===== src/rtl/hamming_pkg.sv =====
// hamming_pkg: shared FSM states, SECDED flag codes and default address map
// for the sequential Hamming decoder.
package hamming_pkg;
    typedef enum logic [2:0] {
        IDLE, RD_LO, RD_HI, CAP_HI, DECODE, WR_LO, WR_HI, DONE
    } state_t;
    localparam logic [1:0] NOERR = 2'b00;
    localparam logic [1:0] SGL   = 2'b01;
    localparam logic [1:0] DBL   = 2'b10;
    localparam int DEF_NUM_WORDS = 15;
    localparam int DEF_SRC_BASE  = 30;
    localparam int DEF_DST_BASE  = 0;
endpackage


===== src/rtl/hamming_dec_seq_if.sv =====
// hamming_dec_seq_if: request/done handshake plus byte-wide data-memory port.
interface hamming_dec_seq_if;
    logic       req;
    logic       done;
    logic [7:0] mem_addr;
    logic       mem_rd_en;
    logic [7:0] mem_rdata;
    logic       mem_wr_en;
    logic [7:0] mem_wdata;
    modport master (
        input  req, mem_rdata,
        output done, mem_addr, mem_rd_en, mem_wr_en, mem_wdata
    );
    modport slave (
        output req, mem_rdata,
        input  done, mem_addr, mem_rd_en, mem_wr_en, mem_wdata
    );
endinterface


===== src/rtl/hamming_secded_dec.sv =====
// hamming_secded_dec: combinational SECDED(16,11) decode to {flag, 3'b000, d[11:1]}.
module hamming_secded_dec
    import hamming_pkg::*;
(
    input  logic [15:0] word,
    output logic [15:0] result,
    output logic [1:0]  flag
);
    logic [3:0]  s;
    logic        p;
    logic [15:0] fixed;
    always_comb begin
        s = '0;
        for (int k = 1; k < 16; k++) s = word[k] ? s ^ 4'(k) : s;
        p = ^word;
        // odd overall parity means a single flip at position s (s=0 is p0 itself)
        fixed = p ? word ^ (16'd1 << s) : word;
        flag = p ? SGL : (s != 4'd0) ? DBL : NOERR;
        result = {flag, 3'b000, fixed[15:9], fixed[7:5], fixed[3]};
    end
endmodule


===== src/rtl/hamming_dec_seq.sv =====
// hamming_dec_seq: reads NUM_WORDS encoded words from SRC_BASE, SECDED-decodes them
// and writes results to DST_BASE; HAMMING_STATS_EN adds sgl_cnt/dbl_cnt outputs.
module hamming_dec_seq
    import hamming_pkg::*;
#(
    parameter int NUM_WORDS = DEF_NUM_WORDS,
    parameter int SRC_BASE  = DEF_SRC_BASE,
    parameter int DST_BASE  = DEF_DST_BASE
) (
    input logic clk,
    input logic reset,
    hamming_dec_seq_if.master bus
`ifdef HAMMING_STATS_EN
    ,
    output logic [7:0] sgl_cnt,
    output logic [7:0] dbl_cnt
`endif
);
    localparam logic [7:0] SRC  = 8'(SRC_BASE);
    localparam logic [7:0] DST  = 8'(DST_BASE);
    localparam logic [7:0] LAST = 8'(NUM_WORDS - 1);
    state_t      state, nxt;
    logic [7:0]  idx, lo, hi, src_a, dst_a;
    logic [15:0] res, dec_res;
    logic [1:0]  dec_flag;
    logic        start;

    hamming_secded_dec u_dec (.word({hi, lo}), .result(dec_res), .flag(dec_flag));

    assign start = (state == IDLE || state == DONE) && bus.req;
    assign src_a = SRC + {idx[6:0], 1'b0};
    assign dst_a = DST + {idx[6:0], 1'b0};

    always_ff @(posedge clk or posedge reset) begin
        if (reset) begin
            state <= IDLE;
            idx   <= '0;
            lo    <= '0;
            hi    <= '0;
            res   <= '0;
        end else begin
            state <= nxt;
            idx   <= start ? 8'd0 : (state == WR_HI) ? idx + 8'd1 : idx;
            lo    <= (state == RD_HI) ? bus.mem_rdata : lo;
            hi    <= (state == CAP_HI) ? bus.mem_rdata : hi;
            res   <= (state == DECODE) ? dec_res : res;
        end
    end

    always_comb begin
        nxt = state;
        case (state)
            IDLE, DONE: nxt = bus.req ? RD_LO : state;
            RD_LO:      nxt = RD_HI;
            RD_HI:      nxt = CAP_HI;
            CAP_HI:     nxt = DECODE;
            DECODE:     nxt = WR_LO;
            WR_LO:      nxt = WR_HI;
            WR_HI:      nxt = (idx == LAST) ? DONE : RD_LO;
            default:    nxt = IDLE;
        endcase
    end

    assign bus.done      = state == DONE;
    assign bus.mem_rd_en = state == RD_LO || state == RD_HI;
    assign bus.mem_wr_en = state == WR_LO || state == WR_HI;
    assign bus.mem_addr  = (state == RD_LO) ? src_a :
                           (state == RD_HI) ? src_a + 8'd1 :
                           (state == WR_LO) ? dst_a :
                           (state == WR_HI) ? dst_a + 8'd1 : 8'd0;
    assign bus.mem_wdata = (state == WR_LO) ? res[7:0] :
                           (state == WR_HI) ? res[15:8] : 8'd0;

`ifdef HAMMING_STATS_EN
    // counters follow the decoder during DECODE and freeze otherwise, so DONE holds them
    always_ff @(posedge clk or posedge reset) begin
        if (reset) begin
            sgl_cnt <= '0;
            dbl_cnt <= '0;
        end else if (start) begin
            sgl_cnt <= '0;
            dbl_cnt <= '0;
        end else if (state == DECODE) begin
            sgl_cnt <= (dec_flag == SGL && sgl_cnt != 8'hFF) ? sgl_cnt + 8'd1 : sgl_cnt;
            dbl_cnt <= (dec_flag == DBL && dbl_cnt != 8'hFF) ? dbl_cnt + 8'd1 : dbl_cnt;
        end
    end
`else
    logic unused_flag;
    assign unused_flag = ^dec_flag;
`endif
endmodule


===== src/flat_wrapper.sv =====
// flat-port wrapper written by rule: the top's interface ports become plain ports
module hamming_dec_seq_flat import hamming_pkg::*;
#(
    parameter int NUM_WORDS = DEF_NUM_WORDS,
    parameter int SRC_BASE  = DEF_SRC_BASE,
    parameter int DST_BASE  = DEF_DST_BASE
)
  (clk, reset, bus_req, bus_mem_rdata, bus_done, bus_mem_addr, bus_mem_rd_en, bus_mem_wr_en, bus_mem_wdata);
  hamming_dec_seq_if bus_i ();
  input logic clk;
  input logic reset;
  input wire logic [$bits(bus_i.req)-1:0] bus_req;
  input wire logic [$bits(bus_i.mem_rdata)-1:0] bus_mem_rdata;
  output wire logic [$bits(bus_i.done)-1:0] bus_done;
  output wire logic [$bits(bus_i.mem_addr)-1:0] bus_mem_addr;
  output wire logic [$bits(bus_i.mem_rd_en)-1:0] bus_mem_rd_en;
  output wire logic [$bits(bus_i.mem_wr_en)-1:0] bus_mem_wr_en;
  output wire logic [$bits(bus_i.mem_wdata)-1:0] bus_mem_wdata;
  assign bus_i.req = bus_req;
  assign bus_i.mem_rdata = bus_mem_rdata;
  assign bus_done = bus_i.done;
  assign bus_mem_addr = bus_i.mem_addr;
  assign bus_mem_rd_en = bus_i.mem_rd_en;
  assign bus_mem_wr_en = bus_i.mem_wr_en;
  assign bus_mem_wdata = bus_i.mem_wdata;
  hamming_dec_seq #(.NUM_WORDS(NUM_WORDS), .SRC_BASE(SRC_BASE), .DST_BASE(DST_BASE)) u_core (.clk(clk), .reset(reset), .bus(bus_i));
endmodule

===== config.mk =====
export PLATFORM = sky130hd
export DESIGN_NAME = hamming_dec_seq_flat
export DESIGN_NICKNAME = d
export VERILOG_FILES = /design/src/rtl/hamming_pkg.sv /design/src/rtl/hamming_dec_seq_if.sv /design/src/rtl/hamming_secded_dec.sv /design/src/rtl/hamming_dec_seq.sv /design/src/flat_wrapper.sv
export SDC_FILE = /design/constraint.sdc
export NUM_CORES = 1
export LEC_CHECK = 0
export ABC_AREA = 1
export CORE_ASPECT_RATIO = 1.25
export CORE_MARGIN = 2
export CORE_UTILIZATION = 51
export CTS_CLUSTER_DIAMETER = 40
export DETAILED_ROUTE_END_ITERATION = 12
export GPL_TIMING_DRIVEN = 0
export PLACE_DENSITY = 0.75
export RECOVER_POWER = 50
export SYNTH_ARGS = -nofsm -noshare
export SYNTH_HDL_FRONTEND = slang
export SYNTH_SLANG_ARGS = --single-unit

===== constraint.sdc =====
create_clock -name clk -period 1.45 [get_ports clk]
set_input_delay 0.2175 -clock clk [delete_from_list [all_inputs] [get_ports clk]]
set_output_delay 0.2175 -clock clk [all_outputs]
set_load 0.005 [all_outputs]

# --- Yosys cells after proc, flatten, opt, wreduce, memory -nomap -nowiden ---
# Index checks and enable logic that the tools add are counted.
totals:
  reg_bits: 40
  in_bits: 11
  output_inout_bits: 19
  wordCells: 72
op_classes:
  n_addsub: 4
  eq_ne: 9
  n_shift: 1
  mux: 29
  bitwise_logic: 15
  n_reduce_logical: 9
op_table:
  columns: ["cell", "count"]
  rows:
  - ["2-to-1 mux 8 bit", 8]
  - ["2-to-1 mux 4 bit", 8]
  - ["adder 8 x 1 -> 8 bit (second input constant)", 3]
  - ["one-hot mux 3 bit (7 select lines)", 1]
  - ["2-to-1 mux 3 bit", 6]
  - ["2-to-1 mux 16 bit", 1]
  - ["XOR reduction 16 bit", 1]
  - ["<< shifter 1 x 4 -> 16 bit (first input constant)", 1]
  - ["XOR 16 bit", 1]
  - ["== test 3 bit (second input constant)", 4]
  - ["NOT 2 bit", 6]
  - ["NOT 3 bit", 4]
  - ["adder 5 x 8 -> 8 bit (first input constant)", 1]
  - ["== test 8 x 4 -> 1 bit (second input constant)", 1]
  - ["2-to-1 mux 2 bit", 4]
  - ["== test 3 x 2 -> 1 bit (second input constant)", 2]
  - ["NOT 4 bit", 1]
  - ["nonzero test 4 bit", 1]
  - ["== test 3 x 1 -> 1 bit (second input constant)", 1]
  - ["logical NOT 3 bit", 1]
  - ["logical OR 1 bit", 3]
  - ["NOT 1 bit (first input constant)", 3]
  - ["inequality test 2 bit (second input constant)", 1]
  - ["nonzero test 2 bit", 1]
  - ["other kinds (3)", 3]

# --- Longest topological paths before layout ---
# Gate-level depths: netlist of the first run.
logic_depth:
  depth_word: 29
  mapped_depth: 15
  mapped_depth_nobuf: 14

# --- Hierarchy ---
# From an unflattened synthesis of the first run, not the netlist that was laid out.
hier_totals:
  cells_unflattened: 435
  area_unflattened_um2: 3080.5
by_module_without_submodules:
  columns: ["mod", "instances", "cells_each", "area_each_um2", "seq_area_each_um2"]
  rows:
  - ["hamming_dec_seq", 1, 249, 2218.4, 1076.0]
  - ["hamming_secded_dec", 1, 186, 862.1, 0.0]

# --- Worst setup path after synthesis of the first run ---
# OpenSTA, ideal clock, no wires.
synth_timing:
  path_type: "reg2out"
  start: "reg u_core.state[0]"
  end: "out bus_mem_addr[7]"
  arrival_time_ns: 1.391
  t_required_ns: 1.233
  setup_slack_ns: -0.159
  stages_incl_launch_ff: 10
  path_buffers: 1
  path_cell_list: "dfrtp_1 > inv_2 > nor2_2 > nand2_1 > nand2_2 > buf_4 > nand2_1 > nor2_1 > nand2_1 > a21oi_1"
synth_via:
  elab_chain_cells: 5
  elab_cells_between_ends: 8
  classes_between: "eq/ne (4); mux (4)"
synth_rtl:
  columns: ["item", "line_no", "text"]
  rows:
  - ["from (decl)", "hamming_dec_seq.sv:22", "state_t state, nxt;"]
  - ["from (signal assigned)", "hamming_dec_seq.sv:42", "state <= nxt;"]
  - ["== test 3 bit", "hamming_dec_seq.sv:70", "(state == WR_HI) ? dst_a + 8'd1 : 8'd0;"]
  - ["2-to-1 mux 8 bit", "hamming_dec_seq.sv:70", null]
  - ["2-to-1 mux 8 bit", "hamming_dec_seq.sv:69", "(state == WR_LO) ? dst_a :"]
  - ["2-to-1 mux 8 bit", "hamming_dec_seq.sv:68", "(state == RD_HI) ? src_a + 8'd1 :"]
  - ["2-to-1 mux 8 bit (*)", "hamming_dec_seq.sv:67", "assign bus.mem_addr = (state == RD_LO) ? src_a :"]
  - ["to (decl)", "flat_wrapper.sv:15", "output wire logic [$bits(bus_i.mem_addr)-1:0] bus_mem_addr;"]
# Mark *: on every way between the ends. The rest lies on a longest branch, timed or not.

# --- Worst setup path in the final report of the first run ---
layout_timing:
  start: "reg u_core.state[1]"
  end: "out bus_mem_addr[2]"
# The elaborated chain is that of the path after synthesis.

==> results of run 1 <==
-- sequential cells by signal, indices dropped and copies added (netlist names) --
register      flops
u_core.hi         8
u_core.idx        8
u_core.lo         8
u_core.res       13
u_core.state      3
-- through the flow --
stage                     setup slack, ns  setup TNS, ns  cell area (µm²)  hold slack (ns)  utilization [%]
after floorplan                   -0.0890         -0.468             2850            0.338                -
after global placement             -0.706         -35.63             3220            0.465             62.4
after detailed placement           -0.724         -15.38             3220            0.471             62.4
after CTS                          -0.479         -17.00             3920            0.432             76.2
after global routing               -0.563         -20.04             4550            0.510             88.3
final                              -0.506         -17.19             4550            0.498             88.3
-- logic make-up (layout without fill, tap and decap cells) --
kind of cell               after synthesis  count (layout)
adders and majority gates                3               3
muxes                                    1               1
buffers and inverters                   56             164
xor gates and xnor gates                 9               9
AOI/OAI and AO/OA                       42              42
and+or+nand+nor                        267             267
DFF                                     40              40
-- layer usage --
| metal | wire length (µm) | up-vias |
|---|---|---|
| met3 | 655 | 53 |
| met1 | 3740 | 1643 |
| met5 | 0 | - |
| li1 | - | 1545 |
| met4 | 546 | 0 |
| met2 | 5500 | 199 |
-- cells in the mapped netlist --
master,instances
a21boi_1,1
a21oi_1,17
a22oi_1,1
a31oi_1,1
a32o_1,4
buf_1,1
buf_2,3
buf_4,2
clkbuf_1,2
dfrtp_1,40
ha_1,3
inv_1,32
inv_2,16
mux2i_1,1
nand2_1,171
nand2_2,6
nand3_1,34
nand3_2,2
nand4_1,5
nor2_1,27
nor2_2,4
nor2_4,4
nor3_1,7
nor3_2,2
nor3b_1,2
nor3b_2,1
nor4_1,1
nor4_2,1
o21a_1,1
o21ai_0,13
o21ai_1,2
o22ai_1,2
xnor2_1,5
xor2_1,4
-- area by class of cell --
cell class | instances | area [µm²] | area share (%)
Buffer | 8 | 72.6 | 1.59
Multi-Input combinational cell | 322 | 2150 | 47.3
Tap cell | 62 | 77.6 | 1.70
Timing Repair Buffer | 100 | 837 | 18.4
Clock inverter | 3 | 90.1 | 1.98
Clock buffer | 5 | 68.8 | 1.51
Sequential cell | 40 | 1010 | 22.3
Inverter | 48 | 238 | 5.22
-- final timing paths --
path                                              from                        end  slack, ns
min in group asynchronous                        reset  u_core.idx[3]$_DFFE_PP0P_       0.54
max reg2reg                   u_core.hi[5]$_DFFE_PP0N_  u_core.res[5]$_DFFE_PP0P_      -0.49
min reg2reg                  u_core.res[9]$_DFFE_PP0P_  u_core.res[9]$_DFFE_PP0P_       0.50
max in group asynchronous                        reset   u_core.lo[3]$_DFFE_PP0P_       0.31
min                          u_core.res[9]$_DFFE_PP0P_  u_core.res[9]$_DFFE_PP0P_       0.50
max                        u_core.state[1]$_DFFE_PP0P_            bus_mem_addr[2]      -0.51
-- what timing repair did --
action	4_1_cts	5_1_grt
buffers inserted	42	32
pin swaps	26	67
hold buffers	0	0
setup endpoints to repair	49	50
gates resized for setup	168	113
-- critical path: stages, from the launching register on --
cell,delay [ns]
dfrtp_2,0.42
buf_6,0.13
inv_8,0.06
nor2_4,0.04
nand2_4,0.06
nand2_4,0.06
buf_6,0.13
buf_6,0.12
buf_6,0.12
a21oi_4,0.11
a21oi_2,0.05
buf_2,0.13
==> run metrics, run 1 <==
fin crit period 1.96 ns; CTS Sinks 40; cts bufs inserted 5; area leader, netlist dfrtp_1; Synth Cell Area 2760 µm²; synth unique cells 34; fraction of layout cells with a size suffix above 1 53.8%; Longest Clk Path Bufs 2; Final period util 135%; GR met1 Demand/Resource 32.9%; top post-synthesis cells by area dfrtp_1 (36%), nand2_1 (23%), nand3_1 (6.2%); Syn Nets 432; Routed WL per cell 17.8 µm; Clock Skew 0.00579 ns; num ports 30; RSZ-0062 raised after global routing true; Via-to-Cell Ratio 5.85; input/output buffers 29; Die H 86.3 µm; Min-Delay Path Class register to register; area share of fa/ha/maj cells after synthesis 1.36%; Clk pin slew, worst setup/hold paths 0.08 ns; outcome complete, but fails checks; commonest non-fill, non-tap cell in the layout nand2_1; Yosys warnings 0; fin cells 588; Fill cells 248; GR Util met2 53.0%; initial antenna violation count 0; Final Hold Vio Count 0; Die Area 6030 µm²; f_max 0.511 GHz; first-pass GRT wire length 13.8 mm; Slew Viols, Final 0; violated checks negative setup slack; largest net degree at the start of global routing 41; Crit. End Element output pin; Placed Cells 509; CTS tree built; top-area cell type share of the netlist area 36.2%; PnR worst setup slack -0.506 ns; WP data arrival 1.74 ns; total core area 5150 µm²; detailed placer's ending HPWL 5.39 mm; MaxCap Viol Count 0; die width 69.8 µm; synthesis-stage register bit count 40; cell count of the worst hold path 2; site row count 29; GPL Wtd Cong 0.946; DRT Wirelength 10.4 mm; total number of vias 3440; Initial Utilization 53.6%; cells on worst reg2reg path 13; Req. time, crit path 1.23 ns; mux contribution to synthesized area 0.362%; xor/xnor cell area share of the yosys netlist 2.85%; Nets 539; grt ovf 0; H-tree levels 2; GR peak layer met2; antenna cells 0; worst slew pin tran 0.856 ns; most frequent cells in the layout nand2_1 (97), nand2_2 (61), buf_4 (52); largest family of logic cells by synthesized area simple AND/OR/NAND/NOR gates; Mean Syn Cell Area 6.61 µm²; Slew Limit Headroom 42.9%; Post-Synthesis Cells 418; drt drc 0; Post-Synth Simple-Gate Area 42.5%; Starting DRT DRC Count 275; worst-skew pair later-pin latency 0.30 ns; critical path fanouts, max 4; sequential-to-total area share from yosys stat 36.2%; Compound-Gate Fraction of Synth Area 8.74%; vias in the first global route 3018; GRT Total Usage 28.6%; Detail Route Antenna Nets 0; P&R area growth vs syn 64.6%; crit path kind register to output pin; Worst setup SP type register; drt first pass iters 4; setup violators final 48; met3 Usage GRT 3.72%; Root Buffer clkbuf_8
Power of run 1 is not shown: default switching activity piles up to over one toggle a cycle in this logic, so the estimate is an artifact.
==> inputs of run 2 (changes only) <==
REMOVE_ABC_BUFFERS = 1   (was not set)
==> run 2 against run 1 <==
The run still ends with negative setup slack left. Highest routed layer unchanged. Core utilization up 1.4 points. Sequential cell count unchanged. Fmax shrank 2.2%.
==> run metrics, run 2 (synthesized netlist as in run 1, its figures left out) <==
detailed placer's ending HPWL 4.98 mm (-7.6%); vias in the first global route 3094 (+2.5%); Final Hold Vio Count 0 (unchanged); first-pass GRT wire length 14.4 mm (+4.2%); CP cell instances inv_4, nand2_2, nand2_2, nand2_2, nand2_2, nand3_2, nand2_4, buf_6, nor2_4, buf_6, nand3_2, nand2_1, nand3_1, nand2_1; Clk pin slew, worst setup/hold paths 0.08 ns (about the same); Critical Path Start u_core.hi[7]$_DFFE_PP0N_; antenna cells 0 (unchanged); initial antenna violation count 0 (unchanged); crit path kind register to register; cells on worst reg2reg path 14 (+1); Clock Skew 0.00339 ns (-0.00240 ns); fin crit period 2.00 ns (+0.0450 ns); fraction of layout cells with a size suffix above 1 57.6% (+3.8 points); Die H 86.3 µm (unchanged); commonest non-fill, non-tap cell in the layout nand2_1; largest net degree at the start of global routing 41 (unchanged); DRT Wirelength 12.1 mm (+16%); Slew Viols, Final 0 (unchanged); Sequential Area 1020 µm² (+0.12%); Routed WL per cell 20.3 µm (+14%); cts bufs inserted 5 (unchanged); slowest cell delay on critical path 0.51 ns (+0.09 ns); Longest Clk Path Bufs 2 (unchanged); Fin Setup TNS -15.73 ns (+1.46 ns); PnR worst setup slack -0.551 ns (-0.0450 ns); routed length on met3 884 µm (+35%); worst-skew pair later-pin latency 0.30 ns (about the same); die width 69.8 µm (unchanged); hold slack final 0.493 ns (-0.00446 ns); Req. time, crit path 1.69 ns (+0.46 ns); Root Buffer clkbuf_8; M1 WL 4.16 mm (+11%); GRT Total Usage 30.0% (+1.4 points); Starting DRT DRC Count 368 (+34%); Crit. End Element register; Via-to-Cell Ratio 6.06 (+3.6%); Min-Delay Path Class register to register; total number of vias 3625 (+5.4%); hold_buf cts 0 (unchanged); Die Area 6030 µm² (unchanged); GPL Wtd Cong 0.870 (-8.0%); max FFs per register 13 (unchanged); total core area 5150 µm² (unchanged); DR WL met2 6.28 mm (+14%); drt drc 0 (unchanged); Detail Route Antenna Nets 0 (unchanged); Slowest-stage cell, CP dfrtp_2; H-tree levels 2 (unchanged); multi-input logic area 2230 µm² (+3.6%); grt ovf 0 (unchanged); violated checks negative setup slack; input/output buffers 29 (unchanged); P&R area growth vs syn 67.3%; num ports 30 (unchanged); uppermost layer routed met4; Initial Utilization 53.6% (unchanged); Nets 549 (+1.9%); CTS tree built; Worst setup SP type register; Final period util 138% (+3.1 points); site row count 29 (unchanged); Slew Limit Headroom 42.2% (-0.70 points); CTS Sinks 40 (unchanged); flop-to-flop setup slack -0.55 ns (-0.06 ns); Fill cells 215 (-13%); Core Util, Final 89.7% (+1.4 points); critical path fanouts, max 7 (+3); worst slew pin tran 0.866 ns (+0.0105 ns); most flop-heavy register u_core.res; outcome complete, but fails checks; RSZ-0062 raised after global routing true; WP data arrival 2.24 ns (+0.50 ns); setup violators final 48 (unchanged); crit-path most repeated cell nand2_2; drt first pass iters 5 (+1); Critical R2R Launch u_core.hi[7]$_DFFE_PP0N_; MaxCap Viol Count 0 (unchanged); f_max 0.500 GHz (-2.2%); Setup crit end u_core.res[3]$_DFFE_PP0P_; most frequent cells in the layout nand2_1 (95), nand2_2 (62), buf_4 (59); FF-to-FF End u_core.res[3]$_DFFE_PP0P_
==> run 2: per-layer routing <==
layer  global-route usage [%]  up-vias
met5                        0        -
met4                     11.4        0
met3                     3.60       82
met2                     57.4      247
met1                     33.8     1726
li1                         -     1570
==> run 2: stage by stage <==
step	instances	cell area, µm²	setup WS [ns]
floorplan	410	2720	-0.291
global placement	501	3090	-0.976
detailed placement	501	3090	-0.968
CTS	571	3960	-0.449
global route	598	4620	-0.656
finish	598	4620	-0.551
==> run 2: how the worst min path moves through the flow <==
stage / from / to / slack (ns) / cells past startpoint
final: u_core.res[5]$_DFFE_PP0P_ / u_core.res[5]$_DFFE_PP0P_ / 0.49 / 2
after global routing: u_core.res[5]$_DFFE_PP0P_ / u_core.res[5]$_DFFE_PP0P_ / 0.50 / 2
after CTS: reset / u_core.idx[5]$_DFFE_PP0P_ / 0.43 / 2
after detailed placement: u_core.res[10]$_DFFE_PP0P_ / u_core.res[10]$_DFFE_PP0P_ / 0.47 / 2
after global placement: u_core.res[4]$_DFFE_PP0P_ / u_core.res[4]$_DFFE_PP0P_ / 0.47 / 2
after floorplan: bus_mem_rdata[0] / u_core.hi[0]$_DFFE_PP0N_ / 0.34 / 2
==> run 2: area by class of cell <==
type / count / area share [%]
tap: 62 / 1.68
inverter: 48 / 4.71
multi-input combinational: 323 / 48.2
sequential: 40 / 22.0
clock buffer: 6 / 1.79
timing repair buffer: 117 / 21.4
clock inverter: 2 / 0.217
==> run 2: critical path, delay by kind of cell, from the launching register on <==
kind	cells	cell delay, ns
flops	1	0.51
buf+inv	3	0.34
simple gates	11	1.10
==> run 2: timing repair <==
| item | CTS | global route |
|---|---|---|
| buffers inserted | 61 | 32 |
| gates cloned | 1 | 2 |
| hold endpoints to repair | 0 | 0 |
| endpoints found under the setup margin | 50 | 50 |
| resized for setup | 187 | 140 |
| pin swaps | 60 | 78 |
Power of run 2 is left out for the same reason.
